File: config.mk
export PLATFORM = sky130hd
export DESIGN_NAME = mem_arbiter
export DESIGN_NICKNAME = d
export VERILOG_FILES = /design/src/rtl/mem_arbiter.sv
export SDC_FILE = /design/constraint.sdc
export NUM_CORES = 1
export LEC_CHECK = 0
export CAP_MARGIN = 20
export CORE_AREA = 2 2 213 215
export CTS_CLUSTER_DIAMETER = 150
export DETAILED_ROUTE_END_ITERATION = 6
export DIE_AREA = 0 0 215 217
export PLACE_DENSITY = 0.37
export SYNTH_ARGS = -nofsm -noshare
export SYNTH_HDL_FRONTEND = slang
export SYNTH_SLANG_ARGS = --single-unit
File: constraint.sdc
create_clock -name clock -period 1.8 [get_ports clock]
set_input_delay 0.27 -clock clock [delete_from_list [all_inputs] [get_ports clock]]
set_output_delay 0.27 -clock clock [all_outputs]
set_load 0.01 [all_outputs]
File: src/rtl/mem_arbiter.sv
// Shares the single data-memory bus between the Icache and Dcache, routing tickets
// and completion tags back to the issuing cache. A starvation counter bounds Icache lockout.
module mem_arbiter #(
    parameter int unsigned STARVE_LIMIT = 4,
    parameter int unsigned CNT_BITS     = 3
) (
    input  logic        clock,
    input  logic        reset,
    input  logic [1:0]  Icache2mem_command,
    input  logic [63:0] Icache2mem_addr,
    input  logic [1:0]  Dcache2mem_command,
    input  logic [63:0] Dcache2mem_addr,
    input  logic [63:0] Dcache2mem_data,
    output logic [3:0]  mem2Icache_response,
    output logic [3:0]  mem2Icache_tag,
    output logic [63:0] mem2Icache_data,
    output logic [3:0]  mem2Dcache_response,
    output logic [3:0]  mem2Dcache_tag,
    output logic [63:0] mem2Dcache_data,
    output logic [1:0]  arb2mem_command,
    output logic [63:0] arb2mem_addr,
    output logic [63:0] arb2mem_data,
    input  logic [3:0]  mem2arb_response,
    input  logic [3:0]  mem2arb_tag,
    input  logic [63:0] mem2arb_data,
    output logic        grant_dcache,
    output logic        orphan_err
);

    typedef enum logic [1:0] {
        BUS_NONE  = 2'd0,
        BUS_LOAD  = 2'd1,
        BUS_STORE = 2'd2
    } bus_cmd_e;

    localparam logic [CNT_BITS-1:0] LIMIT = CNT_BITS'(STARVE_LIMIT);

    logic [CNT_BITS-1:0] starve_cnt;
    // Bit 0 of each table vector is never written: ticket 0 means "none".
    logic [15:0] tbl_valid;
    logic [15:0] tbl_owner;

    logic i_req, d_req, grant_i, grant_d;
    logic tag_present, tag_hit, tbl_set;

    always_comb begin
        i_req   = (Icache2mem_command != BUS_NONE);
        d_req   = (Dcache2mem_command != BUS_NONE);
        grant_d = d_req && !(i_req && (starve_cnt == LIMIT));
        grant_i = i_req && !grant_d;

        arb2mem_command = BUS_NONE;
        arb2mem_addr    = '0;
        arb2mem_data    = '0;
        if (grant_d) begin
            arb2mem_command = Dcache2mem_command;
            arb2mem_addr    = Dcache2mem_addr;
            arb2mem_data    = Dcache2mem_data;
        end else if (grant_i) begin
            arb2mem_command = Icache2mem_command;
            arb2mem_addr    = Icache2mem_addr;
        end

        mem2Icache_response = grant_i ? mem2arb_response : '0;
        mem2Dcache_response = grant_d ? mem2arb_response : '0;
        grant_dcache        = grant_d;

        tag_present    = (mem2arb_tag != '0);
        tag_hit        = tag_present && tbl_valid[mem2arb_tag];
        mem2Icache_tag = (tag_hit && !tbl_owner[mem2arb_tag]) ? mem2arb_tag : '0;
        mem2Dcache_tag = (tag_hit &&  tbl_owner[mem2arb_tag]) ? mem2arb_tag : '0;

        mem2Icache_data = mem2arb_data;
        mem2Dcache_data = mem2arb_data;

        tbl_set = (arb2mem_command == BUS_LOAD) && (mem2arb_response != '0);
    end

    always_ff @(posedge clock or negedge reset) begin
        if (!reset) begin
            starve_cnt <= '0;
            tbl_valid  <= '0;
            tbl_owner  <= '0;
            orphan_err <= 1'b0;
        end else begin
            if (i_req && !grant_i)
                starve_cnt <= (starve_cnt == LIMIT) ? starve_cnt : starve_cnt + 1'b1;
            else
                starve_cnt <= '0;

            if (tag_hit)
                tbl_valid[mem2arb_tag] <= 1'b0;
            else if (tag_present)
                orphan_err <= 1'b1;

            // Later assignment wins when a completing ticket is reissued this cycle.
            if (tbl_set) begin
                tbl_valid[mem2arb_response] <= 1'b1;
                tbl_owner[mem2arb_response] <= grant_d;
            end
        end
    end

endmodule

# == After elaboration in Yosys (flattened, before gate mapping) ==
# Index checks and enable logic that the tools add are counted.
# word_totals
in_bits,270
ff_bits,36
output_inout_bits,276
word_cells,57
# op_classes
eq_ne,3
magnitude_cmp,4
muxes,22
bitwise,4
addsub,1
reduce_logical,19
# ops
cell,count
2-to-1 mux 64 bit,3
2-to-1 mux 16 bit,2
AND 16 bit,1
bitwise mux 16 bit,1
2-to-1 mux 4 bit,4
NOT 16 bit,1
OR 16 bit,1
logical AND 1 bit,10
less-than comparator 4 x 5 -> 1 bit (second input constant),2
binary-select mux 1 bit (select 4 bit),2
demux 1 bit (select 4 bit),2
>= comparator 4 x 1 -> 1 bit (second input constant),2
nonzero test 4 bit,2
2-to-1 mux 3 bit,2
zero test 1 bit,4
2-to-1 mux 1 bit,4
2-to-1 mux 2 bit,2
nonzero test 2 bit,2
adder 3 x 1 -> 3 bit (second input constant),1
== test 3 bit (second input constant),1
== test 2 x 1 -> 1 bit (second input constant),1
!= test 2 bit (second input constant),1
AND reduction 2 bit,1
NOT 1 bit,1

# == Logic depth before layout (Yosys ltp) ==
# logic_depth
depth_word,11
mapped_depth,9
depth_no_buf,7

# == Worst setup path after synthesis ==
# OpenSTA, ideal clock, no wires.
# synth_timing
path_kind,flip-flop to output port
from,register starve_cnt[0]
to,output port arb2mem_addr[54]
slack_ns,-0.076
path_stages_with_launch,10
arrival_ns,1.606
required_ns,1.530
path_buffers,2
cell_sequence,dfrtp_1 inv_1 ha_1 nand2_1 o22ai_2 inv_2 buf_2 buf_1 nand2_1 nand2_1
# synth_between
elab_chain_cells,8
# synth_lines
element,line_no,source
start: declaration,38,logic [CNT_BITS-1:0] starve_cnt;
start signal: assignment,87,starve_cnt <= (starve_cnt == LIMIT) ? starve_cnt : starve_cnt + 1'b1;
== test 3 bit (*),49,grant_d = d_req && !(i_req && (starve_cnt == LIMIT));
logical AND 1 bit (*),49,
zero test 1 bit (*),49,
logical AND 1 bit (*),49,
named net grant_dcache,26,"output logic grant_dcache,"
zero test 1 bit,50,grant_i = i_req && !grant_d;
logical AND 1 bit,50,
2-to-1 mux 64 bit,59,end else if (grant_i) begin
2-to-1 mux 64 bit (*),55,if (grant_d) begin
end: declaration,21,"output logic [63:0] arb2mem_addr,"
# Mark *: on every way through the listed nets, which the timed path passes. The rest lies on a longest branch.

# == Final worst setup path ==
# layout_timing
from,input port Icache2mem_command[1]
to,output port arb2mem_addr[50]
# layout_between
elab_chain_cells,8
# layout_lines
element,line_no,source
start: declaration,9,"input logic [1:0] Icache2mem_command,"
nonzero test 2 bit (*),47,i_req = (Icache2mem_command != BUS_NONE);
logical AND 1 bit,49,
zero test 1 bit,49,
logical AND 1 bit,49,
zero test 1 bit,50,
logical AND 1 bit,50,
2-to-1 mux 64 bit,59,
2-to-1 mux 64 bit (*),55,
# Mark *: on every way between the ends. The rest lies on a longest branch, timed or not.

==> impl_metrics.ini <==
[logic_synthesis]
yosys_most_used_dff = dfrtp_1
yosys_warnings = 0
seq_area_frac_synth_pct = 20.0
synth_area_leader_cell = buf_4
syn_avg_cell_area_um2 = 6.94
netlist.area_leader.share_pct = 21.5
ys_types = 44
synthTopCellsByArea = buf_4 22%, dfrtp_1 20%, nand2_1 15%
syn-instance-count = 649
synth.net_count = 921
synth_edf_count = 0
synth_commonest_cells = 176 x nand2_1, 129 x buf_4, 75 x nand3_1
synthArstFlopShare_pct = 100
synth.most_common_cell = nand2_1
yosys_register_bits = 36
netlist_area_um2 = 4500

[global_route]
grt_pass1_wl_mm = 37.8
grt.overflow.total = 0
first_global_vias = 5687
antenna_found_initial = 3
grt_max_degree = 35
grt_usage_pct = 10.9

[run_status]
status = finished with violations
violations = setup timing

[drt]
avgViaCountPerCell = 3.45
drc = 0
vias = 5396
wire_per_inst_um = 17.1
ant_nets = 0
dr.pass1.iters = 4
drtIter0Drc = 183
totalWireLength_mm = 26.7

[timing]
setup_tns_ns = -51.77
timing.final.ws_setup_ns = -0.435
finalHoldViolCount = 0
drv_slew = 0
setup_viol = 160
layout_min_cycle_time_ns = 2.24
clock_skew_ns = 0.00908
fmax_mhz = 447
worst_pin_slew_ns = 0.446
slew_headroom_pct = 70.3
rsz0062_at_grt = yes
finalCritPeriodShare_pct = 124

[worst_setup_path]
rr_startpoint = starve_cnt[0]$_DFFE_PN0P_
crit_start = Icache2mem_command[1]
critPathMaxFanout = 10
timing_worst_setup_path_type = primary input to output port
crit_end = arb2mem_addr[50]
reg2reg_slack_ns = -0.14
worstPathRequired_ns = 1.53
r2r-end = tbl_owner[1]$_DFFE_PN0P_
crit_arrival_ns = 1.97
critPathLaunchType = primary input
rr_worst_depth = 10
end_kind = output port

[floorplanning]
die-height_um = 217
initial_utilization_pct = 10.1
core_um2 = 44700
dieArea_um2 = 46700
io-pin-count = 546
rows = 78
die_w_um = 215

[finish]
final_area_um2 = 9230
final_layout_size_suffix_gt1_share_pct = 38.4
final_nets = 1234
synthToLayoutAreaGrowth_pct = 105
nFillCells = 5068

[place]
place_area_um2 = 8490
port_buffers = 353
gp_congestion = 0.753
hpwl_mm = 20.5

[power_and_ir_drop]
vdd_drop_max_mv = 0.310
p_leak_nw = 4.13
p_per_area_nw_per_um2 = 636

[job]
max_cap_violations = 0

[clocking]
clk_path_buf_depth = 2
cts_tree = yes
cts-root-buf = clkbuf_16
cts_num_sinks = 36
htreeDepth = 2
clock_latency_ns = 0.28
clkSlewWorstSetupHoldPaths_ns = 0.06
cts_made_buffers = 5

[hold_path]
hold_path.class = flop to flop
metrics by stage:
stage	hold WS (ns)	power, mW	util (%)	setup WS, ns	cells
after detailed placement	0.235	4.49	19.0	-1.06	1523
after floorplan	-0.0256	2.73	-	0.00789	649
after global routing	0.398	6.26	20.6	-0.546	1564
after CTS	0.387	5.79	20.2	-0.534	1558
after global placement	0.238	4.51	19.0	-1.04	1523
final	0.387	5.87	20.6	-0.435	1564
worst min-delay path by stage:
stage	from	slack [ns]	cells past startpoint	to
2_1_floorplan	reset	-0.03	0	orphan_err$_DFFE_PN0P_
3_3_place_gp	reset	0.24	1	tbl_owner[8]$_DFFE_PN0P_
3_5_place_dp	reset	0.24	1	tbl_owner[8]$_DFFE_PN0P_
4_1_cts	tbl_valid[0]$_DFF_PN0_	0.39	0	tbl_valid[0]$_DFF_PN0_
5_1_grt	tbl_valid[0]$_DFF_PN0_	0.40	0	tbl_valid[0]$_DFF_PN0_
6_report	tbl_valid[0]$_DFF_PN0_	0.39	0	tbl_valid[0]$_DFF_PN0_
report_power, final:
group          switching (mW)  total, mW  internal [mW]
Combinational            1.56       3.62           2.06
Clock                   0.362       1.01          0.651
Sequential              0.197       1.23           1.04
Total                    2.12       5.87           3.75
final cells by class:
class	count	area, um2	share of cell area, %
clock inverters	3	42.5	0.461
diodes	1	2.50	0.0271
repair buffers	476	4590	49.7
clock buffers	5	125	1.36
multi-input cells	437	2770	30.0
inverters	6	46.3	0.502
well taps	600	751	8.14
flip-flops and latches	36	901	9.76
cell families after synthesis:
family | synth area share [%]
xor gates and xnor gates | 0.194
muxes | 9.67
AOI/OAI and AO/OA | 5.39
buffers and inverters | 25.9
and+or+nand+nor | 38.3
DFF | 20.0
adders and majority gates | 0.555
critical path, cell delays in order:
cell,delay [ns]
clkdlybuf4s50_1,0.43
buf_4,0.16
or2_2,0.33
buf_12,0.16
buf_4,0.17
nand3_1,0.09
nand2_1,0.06
dlygate4sd2_1,0.28
routing by layer:
layer	up-vias	part of all wire [%]	global-route usage, %
met5	-	0	0
met4	0	1.8	2.78
li1	2606	-	-
met3	38	9.0	3.96
met2	259	53	20.4
met1	2493	36	11.4
flip-flops by register name, indices dropped and copies added (netlist names):
signal and cells:
tbl_owner 16, tbl_valid 16, starve_cnt 3, orphan_err 1
layout by cell type (no fill, tap or decap), types with 5 or more instances in the layout:
| master | instances |
|---|---|
| buf_12 | 13 |
| and3_4 | 5 |
| nor2_1 | 23 |
| mux2_2 | 15 |
| nor3_1 | 5 |
| buf_2 | 71 |
| dlygate4sd2_1 | 19 |
| and2_1 | 58 |
| nand3_1 | 53 |
| dfrtp_1 | 36 |
| and2_4 | 12 |
| nand2_2 | 17 |
| clkdlybuf4s50_1 | 202 |
| nor2b_1 | 6 |
| buf_6 | 41 |
| nand2b_1 | 5 |
| nand3_2 | 18 |
| buf_4 | 79 |
| clkdlybuf4s15_2 | 16 |
| clkbuf_2 | 16 |
| buf_16 | 10 |
| mux4_2 | 8 |
| nand2_1 | 156 |
| clkbuf_16 | 8 |
what timing repair did:
item	4_1_cts	5_1_grt
gates cloned	9	3
endpoints found under the hold margin	15	0
pin swaps	39	28
hold buffers	1	0
resized for setup	576	90
setup buffers	17	3
endpoints found under the setup margin	166	169
Note: power is estimated with default switching activity, not from simulation.
